`src/rtl/dmem_req.sv`:
```
// Data-memory request unit: aligns load/store requests from execute and holds them on the dmem port until dmem_resp_i.
// Optional build macro ORION_MISALIGN_TRAP_EN: detect illegal ops, consume them without a request, and pulse misalign_o.
module dmem_req #(
    parameter int unsigned XLEN  = 32,
    parameter int unsigned ADDRW = 32
) (
    input  logic             clk_i,
    input  logic             rst_i,
    input  logic             valid_i,
    input  logic             is_load_i,
    input  logic             is_store_i,
    input  logic [2:0]       funct3_i,
    input  logic [ADDRW-1:0] addr_i,
    input  logic [XLEN-1:0]  wdata_i,
    input  logic             flush_i,
    output logic             ready_o,
    output logic             stall_o,
    output logic             misalign_o,
    output logic [ADDRW-1:0] dmem_addr_o,
    output logic [3:0]       dmem_rmask_o,
    output logic [3:0]       dmem_wmask_o,
    output logic [XLEN-1:0]  dmem_wdata_o,
    input  logic             dmem_resp_i
);

    localparam logic [2:0] FUNCT3_LS_B  = 3'b000;
    localparam logic [2:0] FUNCT3_LS_H  = 3'b001;
    localparam logic [2:0] FUNCT3_LS_W  = 3'b010;
    localparam logic [2:0] FUNCT3_LS_BU = 3'b100;
    localparam logic [2:0] FUNCT3_LS_HU = 3'b101;

    typedef enum logic {
        IDLE,
        BUSY
    } state_e;

    state_e           state_q;
    logic [ADDRW-1:0] addr_q;
    logic [3:0]       rmask_q;
    logic [3:0]       wmask_q;
    logic [XLEN-1:0]  wdata_q;

    logic             mop;
    logic             acc;
    logic             ready;
    logic [1:0]       off;
    logic [3:0]       mask_d;
    logic [XLEN-1:0]  sdata_d;

    assign off   = addr_i[1:0];
    assign mop   = valid_i & (is_load_i | is_store_i) & ~flush_i;
    assign ready = (state_q == IDLE) | dmem_resp_i;
    assign acc   = mop & ready;

    // Unknown funct3 falls through to a full-word access.
    always_comb begin
        mask_d  = 4'b1111;
        sdata_d = wdata_i;
        case (funct3_i)
            FUNCT3_LS_B, FUNCT3_LS_BU: begin
                mask_d  = 4'b0001 << off;
                sdata_d = XLEN'({4{wdata_i[7:0]}});
            end
            FUNCT3_LS_H, FUNCT3_LS_HU: begin
                mask_d  = 4'b0011 << {off[1], 1'b0};
                sdata_d = XLEN'({2{wdata_i[15:0]}});
            end
            default: begin
                mask_d  = 4'b1111;
                sdata_d = wdata_i;
            end
        endcase
    end

`ifdef ORION_MISALIGN_TRAP_EN
    logic illegal_d;
    logic misalign_q;

    always_comb begin
        illegal_d = 1'b0;
        case (funct3_i)
            FUNCT3_LS_B, FUNCT3_LS_BU: illegal_d = 1'b0;
            FUNCT3_LS_H, FUNCT3_LS_HU: illegal_d = off[0];
            FUNCT3_LS_W:               illegal_d = (off != 2'b00);
            default:                   illegal_d = 1'b1;
        endcase
    end
`endif

    always_ff @(posedge clk_i) begin
        if (rst_i) begin
            state_q <= IDLE;
            addr_q  <= '0;
            rmask_q <= '0;
            wmask_q <= '0;
            wdata_q <= '0;
`ifdef ORION_MISALIGN_TRAP_EN
            misalign_q <= 1'b0;
`endif
        end else begin
`ifdef ORION_MISALIGN_TRAP_EN
            misalign_q <= 1'b0;
`endif
            if (acc) begin
`ifdef ORION_MISALIGN_TRAP_EN
                if (illegal_d) begin
                    // Consumed as a trap: no request, any finished one retires.
                    state_q    <= IDLE;
                    rmask_q    <= '0;
                    wmask_q    <= '0;
                    misalign_q <= 1'b1;
                end else
`endif
                begin
                    state_q <= BUSY;
                    addr_q  <= {addr_i[ADDRW-1:2], 2'b00};
                    if (is_store_i) begin
                        rmask_q <= '0;
                        wmask_q <= mask_d;
                        wdata_q <= sdata_d;
                    end else begin
                        rmask_q <= mask_d;
                        wmask_q <= '0;
                        wdata_q <= '0;
                    end
                end
            end else if ((state_q == BUSY) && dmem_resp_i) begin
                state_q <= IDLE;
                rmask_q <= '0;
                wmask_q <= '0;
            end
        end
    end

    assign ready_o      = ready;
    assign stall_o      = mop & ~ready;
    assign dmem_addr_o  = addr_q;
    assign dmem_rmask_o = rmask_q;
    assign dmem_wmask_o = wmask_q;
    assign dmem_wdata_o = wdata_q;
`ifdef ORION_MISALIGN_TRAP_EN
    assign misalign_o   = misalign_q;
`else
    assign misalign_o   = 1'b0;
`endif

endmodule
```
`config.mk`:
```
export PLATFORM = sky130hd
export DESIGN_NAME = dmem_req
export DESIGN_NICKNAME = d
export VERILOG_FILES = /design/src/rtl/dmem_req.sv
export SDC_FILE = /design/constraint.sdc
export NUM_CORES = 1
export LEC_CHECK = 0
export ABC_AREA = 1
export CAP_MARGIN = 40
export CORE_UTILIZATION = 35
export CTS_CLUSTER_SIZE = 8
export DETAILED_ROUTE_END_ITERATION = 10
export DONT_BUFFER_PORTS = 1
export HOLD_SLACK_MARGIN = 0.03
export PLACE_DENSITY = 0.54
export SLEW_MARGIN = 30
export SYNTH_ARGS = -nofsm -noshare
export SYNTH_HDL_FRONTEND = slang
export SYNTH_SLANG_ARGS = --single-unit
export TNS_END_PERCENT = 100
```
`constraint.sdc`:
```
create_clock -name clk_i -period 1.35 [get_ports clk_i]
set_clock_uncertainty 0.05 [all_clocks]
set_input_delay 0.135 -clock clk_i [delete_from_list [all_inputs] [get_ports clk_i]]
set_output_delay 0.135 -clock clk_i [all_outputs]
set_load 0.02 [all_outputs]
```
==> impl_results.md <==
* Worst-path clk slew at 80 ps
* Register area at 1420 um2
* Lkg Pwr at 1.53 nW
* DR DRC count at 0
* Crit Path Category: flop to flop
* I/O pins at 149
* Area Growth Syn to Fin at 15.2%
* Sequential fraction of the synthesis area at 0.463
* Std-Cell Rows at 33
* Hold depth at 1
* CTS Sinks at 71
* Cells after Synth at 453
* Diode count at 0
* Status: finished, violations left
* Post-route ant nets at 0
* Total Wirelength at 8.20 mm
* Total grt overflow at 0
* First-pass GRT wire length at 11.4 mm
* Synthesized cell area at 3070 um2
* Setup crit end kind: flop
* FF-to-FF path depth at 7
* WL per Instance at 14.5 um
* H-tree depth at 3
* Post-synthesis area per instance at 6.78 um2
* Core ar. at 8340 um2
* Clock root buffer: clkbuf_8
* Die W at 95.6 um
* Util after Layout at 0.424
* Pwr Total at 0.00461 W
* Vias per cell at 4.78
* Synthesized flop and latch total at 71
* Most common library cell in the layout ignoring fill and taps: nand2_1
* Worst setup margin at 58.8 ps
* Die height at 95.6 um
* Pre-CTS setup slack at 44.0 ps
* Multi-input logic area at 1360 um2
* Buffers on Ports at 0
* Netlist cell types at 18
* Hold WS at -196 ps
* Fin crit period at 1290 ps
* Tot GR Track Use at 0.166
* Share of cells above drive strength 1 at 0.0933
* Iteration-0 DRC Markers at 77
* Area of the die at 9150 um2
* Vias in the first global route at 2282
* Most frequent cells in the layout: nand2_1, dfxtp_1, a21oi_1
* Worst skew pair latency at 330 ps
* Violated checks: hold timing
* Initial core utilization at 0.368
* Final Max Tran Viols at 0
* DRT Pass-1 Iters at 4
* Antenna violations before repair at 0
* Synthesis warning total at 0
* Layout filler cell count at 901
* Unrepaired setup endpoints after global routing: yes
* Detail Placement HPWL at 5.55 mm
* # setup viols final at 0
* CTS Buf Count at 9
* Crit start category: flop
* CTS tree: done
* Worst EP arrival at 1520 ps
* Crit share post-route at 0.956
* CP max FO at 7
* Max clock buf depth at 2
* Pwr/cell area at 1300 nW/um2
* Largest net degree at the start of global routing at 72
* Highest clock rate at 0.774 GHz
* Max-cap violations at 0
* Final net count at 530
* WP data required at 1580 ps
* Via count at 2707
* Hold Path Class: primary input to flop
* Final hold viol count at 71
* Global placement routability congestion at 0.818
* Maximum vdd drop at 0.479 mV
==> synthesized netlist by cell type, drive strengths merged <==
library cell / number / area (um2)
buf: 18 / 125
nand2: 175 / 659
a21oi: 63 / 315
conb: 1 / 3.75
clkbuf: 10 / 37.5
nand3: 19 / 108
nor2: 44 / 189
o21ai: 10 / 50.1
inv: 42 / 160
dfxtp: 71 / 1420
==> registers in the layout, summed over array words and instances (netlist names) <==
register	cells
dmem_addr_o	30
dmem_rmask_o	4
dmem_wdata_o	32
dmem_wmask_o	4
state_q	1
==> path summary, 6_finish.rpt <==
check	to	slack (ps)	start
max	dmem_wdata_o[1]	60	state_q
min	dmem_addr_o[22]	-200	rst_i
max reg2reg	dmem_wdata_o[1]	60	state_q
min reg2reg	dmem_wdata_o[30]	410	dmem_wdata_o[30]
==> power by group <==
| group | internal, W | switching [W] |
|---|---|---|
| combinational | 0.000166 | 0.000238 |
| sequential | 0.00217 | 0.000136 |
| clock | 0.00105 | 0.000847 |
| total | 0.00339 | 0.00122 |
==> worst max-delay path, stage by stage, from the launching register on <==
cell and delay, ps:
dfxtp_1 320, nand2_2 90, nand3_4 160, buf_12 180
nor2_4 90, buf_4 160, nand2_1 60, a21oi_1 110
==> metrics by stage <==
step / hold slack [ps] / instance area (um2) / setup TNS (ps) / std cells
after global placement: 159 / 3180 / 0 / 543
after global routing: -226 / 3540 / -133 / 566
final: -196 / 3540 / 0 / 566
after floorplan: 228 / 3080 / 0 / 455
after detailed placement: 161 / 3180 / 0 / 543
after CTS: -217 / 3410 / 0 / 559
==> layer usage <==
metal  up-vias  routed length [um]  GRT usage  share of wire
li1       1397                   -          -              -
met5         -                   0          0              0
met4         0                 111     0.0672          0.014
met2       104                3720      0.247           0.45
met1      1197                3620      0.212           0.44
met3         9                 751     0.0686          0.092
==> final cells by class <==
type,count,share of cell area
Multi-Input combinational cell,315,0.385
Timing Repair Buffer,17,0.0658
Clock inverter,6,0.0265
Inverter,42,0.0474
Sequential cell,71,0.402
Tap cell,105,0.0372
Clock buffer,10,0.0361
==> cells by family (layout without fill, tap and decap cells) <==
logic type	count (synthesis)	in the layout	synth area share
and+or+nand+nor	238	239	0.311
AOI/OAI and AO/OA	73	73	0.119
DFF	71	71	0.463
buffers and inverters	70	75	0.105
other	1	3	0.00122
==> timing repair <==
item                                    CTS  global route
pin swaps                                 0             4
endpoints found under the setup margin    1            58
buffers inserted                          0             4
endpoints found under the hold margin    71            71
gates resized for setup                   2             8
gates cloned                              0             3
No activity file was read; power rests on OpenSTA's default activity.
